### src/rtl/launcher_pkg.sv
// Shared state encoding and default timing for the core launcher.
package launcher_pkg;

   typedef enum logic [2:0] {
      IDLE,
      CRST,
      START,
      RUN,
      RESULT
   } state_t;

   localparam int unsigned DEF_RESET_CYCLES = 4;
   localparam int unsigned DEF_START_CYCLES = 2;
   localparam int unsigned DEF_TIMEOUT      = 5000;
   localparam int unsigned DEF_CNT_W        = 16;

endpackage

### src/rtl/sat_counter.sv
// Saturating up-counter with synchronous clear; sticks at all-ones.
module sat_counter #(
   parameter int unsigned CNT_W = 16
) (
   input  logic             clk,
   input  logic             reset_n,
   input  logic             clr,
   input  logic             en,
   output logic [CNT_W-1:0] count
);

   // Clear has priority over count; count stops at all-ones instead of wrapping.
   always_ff @(posedge clk or negedge reset_n) begin
      if (!reset_n) begin
         count <= '0;
      end else if (clr) begin
         count <= '0;
      end else if (en && (count != '1)) begin
         count <= count + CNT_W'(1);
      end
   end

endmodule

### src/rtl/core_launcher.sv
// Start/ack handshake initiator: parks the core in reset, pulses start,
// times the run until ack or timeout, and hands the result to the host.
module core_launcher
   import launcher_pkg::*;
#(
   parameter int unsigned RESET_CYCLES = DEF_RESET_CYCLES,
   parameter int unsigned START_CYCLES = DEF_START_CYCLES,
   parameter int unsigned TIMEOUT      = DEF_TIMEOUT,
   parameter int unsigned CNT_W        = DEF_CNT_W
) (
   input  logic             clk,
   input  logic             reset_n,
   input  logic             launch_valid,
   input  logic [1:0]       launch_prog,
   output logic             launch_ready,
   output logic             core_reset,
   output logic             core_start,
   output logic [1:0]       core_prog,
   input  logic             core_ack,
   output logic             res_valid,
   input  logic             res_ready,
   output logic [CNT_W-1:0] res_cycles,
   output logic             res_timeout
);

   state_t             state;
   state_t             state_nx;
   logic               cnt_clr;
   logic               cnt_en;
   logic [CNT_W-1:0]   phase_cnt;

   logic               ready_nx;
   logic               crst_nx;
   logic               start_nx;
   logic [1:0]         prog_nx;
   logic               valid_nx;
   logic [CNT_W-1:0]   cycles_nx;
   logic               timeout_nx;

   // One counter serves every phase: it is cleared on each phase change, so
   // in RUN it holds the cycles elapsed since core_start fell.
   sat_counter #(
      .CNT_W(CNT_W)
   ) u_phase_cnt (
      .clk    (clk),
      .reset_n(reset_n),
      .clr    (cnt_clr),
      .en     (cnt_en),
      .count  (phase_cnt)
   );

   // State register.
   always_ff @(posedge clk or negedge reset_n) begin
      if (!reset_n) begin
         state <= IDLE;
      end else begin
         state <= state_nx;
      end
   end

   // Next state, counter control and next value of every registered output.
   always_comb begin
      state_nx   = state;
      cnt_clr    = 1'b0;
      cnt_en     = 1'b0;
      ready_nx   = launch_ready;
      crst_nx    = core_reset;
      start_nx   = core_start;
      prog_nx    = core_prog;
      valid_nx   = res_valid;
      cycles_nx  = res_cycles;
      timeout_nx = res_timeout;
      case (state)
         IDLE: begin
            if (launch_valid && launch_ready) begin
               state_nx = CRST;
               ready_nx = 1'b0;
               prog_nx  = launch_prog;
               cnt_clr  = 1'b1;
            end
         end
         CRST: begin
            if (phase_cnt == CNT_W'(RESET_CYCLES - 1)) begin
               state_nx = START;
               crst_nx  = 1'b0;
               start_nx = 1'b1;
               cnt_clr  = 1'b1;
            end else begin
               cnt_en = 1'b1;
            end
         end
         START: begin
            if (phase_cnt == CNT_W'(START_CYCLES - 1)) begin
               state_nx = RUN;
               start_nx = 1'b0;
               cnt_clr  = 1'b1;
            end else begin
               cnt_en = 1'b1;
            end
         end
         RUN: begin
            // Ack is tested first so it wins over a coincident timeout.
            if (core_ack) begin
               state_nx   = RESULT;
               valid_nx   = 1'b1;
               cycles_nx  = phase_cnt;
               timeout_nx = 1'b0;
               cnt_clr    = 1'b1;
            end else if (phase_cnt == CNT_W'(TIMEOUT - 1)) begin
               state_nx   = RESULT;
               valid_nx   = 1'b1;
               cycles_nx  = CNT_W'(TIMEOUT);
               timeout_nx = 1'b1;
               cnt_clr    = 1'b1;
            end else begin
               cnt_en = 1'b1;
            end
         end
         RESULT: begin
            if (res_ready) begin
               state_nx = IDLE;
               valid_nx = 1'b0;
               crst_nx  = 1'b1;
               ready_nx = 1'b1;
            end
         end
         default: begin
            state_nx = IDLE;
         end
      endcase
   end

   // Output registers; nothing reaches an output combinationally.
   always_ff @(posedge clk or negedge reset_n) begin
      if (!reset_n) begin
         launch_ready <= 1'b1;
         core_reset   <= 1'b1;
         core_start   <= 1'b0;
         core_prog    <= '0;
         res_valid    <= 1'b0;
         res_cycles   <= '0;
         res_timeout  <= 1'b0;
      end else begin
         launch_ready <= ready_nx;
         core_reset   <= crst_nx;
         core_start   <= start_nx;
         core_prog    <= prog_nx;
         res_valid    <= valid_nx;
         res_cycles   <= cycles_nx;
         res_timeout  <= timeout_nx;
      end
   end

endmodule
### config.mk
export PLATFORM = sky130hd
export DESIGN_NAME = core_launcher
export DESIGN_NICKNAME = d
export VERILOG_FILES = /design/src/rtl/launcher_pkg.sv /design/src/rtl/sat_counter.sv /design/src/rtl/core_launcher.sv
export SDC_FILE = /design/constraint.sdc
export NUM_CORES = 1
export LEC_CHECK = 0
export CAP_MARGIN = 25
export CORE_UTILIZATION = 58
export DETAILED_ROUTE_END_ITERATION = 10
export PLACE_DENSITY_LB_ADDON = 0.1
export SETUP_SLACK_MARGIN = 0.5
export SLEW_MARGIN = 25
export SYNTH_ARGS = -nofsm -noshare
export SYNTH_HDL_FRONTEND = slang
export SYNTH_SLANG_ARGS = --single-unit
### constraint.sdc
create_clock -name clk -period 4.8 [get_ports clk]
set_input_delay 0.96 -clock clk [delete_from_list [all_inputs] [get_ports clk]]
set_output_delay 0.96 -clock clk [all_outputs]
set_load 0.01 [all_outputs]
==> out/results.ini <==
[route]
vias = 1787
drt_pass1_iterations = 5
antenna_left = 0
drt_iter0_markers = 144
vias_per_cell = 6.43
drc_errors = 0
wire_per_inst_um = 17.4
wirelength_mm = 4.84

[yosys]
synth_edf_count = 0
synth_nets = 218
ys_seq_area_share_pct = 49.9
synthArstFlopShare_pct = 100
ys_types = 43
yosys-top-cells-area = dfrtp_1, a22o_1, a21oi_1
synth_ff_type = dfrtp_1
avgSynthCellArea_um2 = 10.1
syn_inst = 209
syn_area_um2 = 2110
ys_seq_elements = 42
yosysWarnings = 0
synth_top_area_share_pct = 47.4
yosysTopAreaCell = dfrtp_1

[timing]
skew_ns = 0.00822
finalCritPeriodShare_pct = 56.2
finalSetupViolations = 0
clock.fmax_mhz = 370
maxSlewHeadroom_pct = 38.8
hold_viol_final = 0
period_minus_slack_ns = 2.70
setup_slack_ns = 2.10
drv_slew = 0
rsz0062_at_grt = false
holdWs_ns = 0.507
tightestPinTransition_ns = 0.918
final.setup.tns_ns = 0

[power]
p_per_area_nw_per_um2 = 242
swShare_pct = 21.2
p_comb_share_pct = 2.2
intPower_mw = 0.468
p_leak_nw = 1.02
ir_drop_uv = 241
power.total_mw = 0.594
switchingPower_mw = 0.126
seq_power_share_pct = 59.6
p_clk_share_pct = 38.2

[layout]
finalNonFillerCells = 278
final_common_cell = dfrtp_1
antennaDiodeCount = 0
area_growth_pct = 16.1
final_util_pct = 71.8
fin_area_um2 = 2450
final_cell_mix = dfrtp_1, clkdlybuf4s50_1, nor2_1, nand2_1, a21oi_1
final_nets = 240
drive_above_1_share_pct = 7.33

[placement]
pre_cts_ws_ns = 1.80
placed_cells_incl_taps = 270
io_buffers = 29
gp_congestion = 0.931
placed_area_um2 = 2370
hpwl_mm = 3.41

[worst_setup_path]
cp_max_fo = 28
timing.critical_path.buf_inv = 0
path_cells = nor4_4 -> nand3_2 -> o31ai_2 -> and3_1 -> nor4_1 -> nor3_2
cp_num_cells = 6
cpLargestDelayFamily = simple AND/OR/NAND/NOR gates
endpoint_kind = register
cpMaxStageDelayCell = and3_1
cp.arrival_ns = 2.98
crit_path_start_kind = register
worst-setup-path-type = register to register
r2r_cells = 6
critPathMaxStageDelay_ns = 0.82
critPathRequiredTime_ns = 5.08

[run_status]
status = complete, no violations

[cts]
clk_path_buf_depth = 2
cts_hold_buf = 0
cts_root_buffer = clkbuf_4
clock_latency_ns = 0.36
cts.reportedPaths.clkPinSlew_ns = 0.13
cts_resized = 0
post_cts_buffers = 0
htreeDepth = 2
cts_tree = built
clkSinkCount = 42
cts_made_buffers = 5

[floorplanning]
die_w_um = 62.3
initial_core_util_pct = 61.8
row_count = 21
coreArea_um2 = 3420
io_pins = 30
fp.dieH_um = 62.3
die-area_um2 = 3890

[global_routing]
grt.busiest_layer = met2
grt_pass1_wl_mm = 8.19
grt_util_met2_pct = 40.7
met1_usage_pct = 39.7
grt_use_total_pct = 27.5
grt_util_met3_pct = 6.99
gr-total-overflow = 0
grt_max_degree = 43
antenna_found_initial = 0
grt_pass1_vias = 1659

[run]
drv_cap = 0

[worst_hold_path]
whs_path_depth = 2
hold_class = register to register

power by group through the flow:
stage	combinational (mW)	sequential (mW)	clock, mW
2_1_floorplan	0.000984	0.361	0
3_3_place_gp	0.0129	0.361	0
3_5_place_dp	0.0134	0.361	0
4_1_cts	0.0134	0.354	0.230
5_1_grt	0.0151	0.354	0.247
6_report	0.0130	0.354	0.227
sequential cells by signal, indices dropped and copies added (netlist names):
signal             count
launch_ready           1
res_cycles            16
res_timeout            1
res_valid              1
core_reset             1
core_start             1
core_prog              2
state                  3
u_phase_cnt.count     16
kinds of logic after synthesis:
family                   Yosys count  synth area share [%]
multiplexers                       3                  1.54
flip-flops                        42                  49.9
AO/OA/AOI/OAI                     61                  20.6
adder cells (fa/ha/maj)            2                  1.18
buffers and inverters             18                  4.74
AND/OR/NAND/NOR                   83                  22.1
synthesized netlist by cell type, types with 2 or more instances:
cell / count
nor3b_2: 2
clkbuf_1: 5
o311ai_1: 3
and2_1: 3
and3_1: 4
a21oi_1: 16
mux2_1: 2
nand2b_1: 3
nand4_1: 6
o31ai_1: 10
nand3_1: 6
nor3_1: 4
nor2b_1: 2
nor2_1: 18
o22a_1: 4
nand3b_1: 3
buf_2: 4
ha_1: 2
dfrtp_1: 40
a22o_1: 10
nor4_1: 4
inv_1: 4
nand2_1: 17
dfstp_2: 2
o21ai_1: 6
buf_6: 3
a31oi_1: 3
o31ai_2: 2
or4_1: 7
worst reg2reg max path: stages (launching register included):
cell and delay, ns:
dfrtp_1 0.54, nor4_4 0.32, nand3_2 0.20, o31ai_2 0.34, and3_1 0.82, nor4_1 0.20
nor3_2 0.20
final timing paths:
kind                                       from               endpoint  slack (ns)
hold reg to reg                   res_cycles[1]          res_cycles[1]        0.51
max in group asynchronous               reset_n             core_reset        3.86
hold / removal                    res_cycles[1]          res_cycles[1]        0.51
min in group asynchronous               reset_n            res_timeout        0.56
setup reg to reg           u_phase_cnt.count[6]  u_phase_cnt.count[15]        2.10
setup / recovery           u_phase_cnt.count[6]  u_phase_cnt.count[15]        2.10
per-layer routing:
metal	part of all wire [%]	vias to the layer above
li1	-	835
met1	45	867
met2	46	72
met3	6.9	13
met4	2.4	0
met5	0	-
final cells by class:
| type | count | area [µm²] |
|---|---|---|
| inverters | 4 | 15.0 |
| fillers | 243 | 965 |
| flip-flops and latches | 42 | 1050 |
| clock buffers | 6 | 41.3 |
| repair buffers | 29 | 288 |
| clock inverters | 2 | 37.5 |
| well taps | 46 | 57.6 |
| multi-input cells | 149 | 958 |
Note: power is estimated with default switching activity, not from simulation.
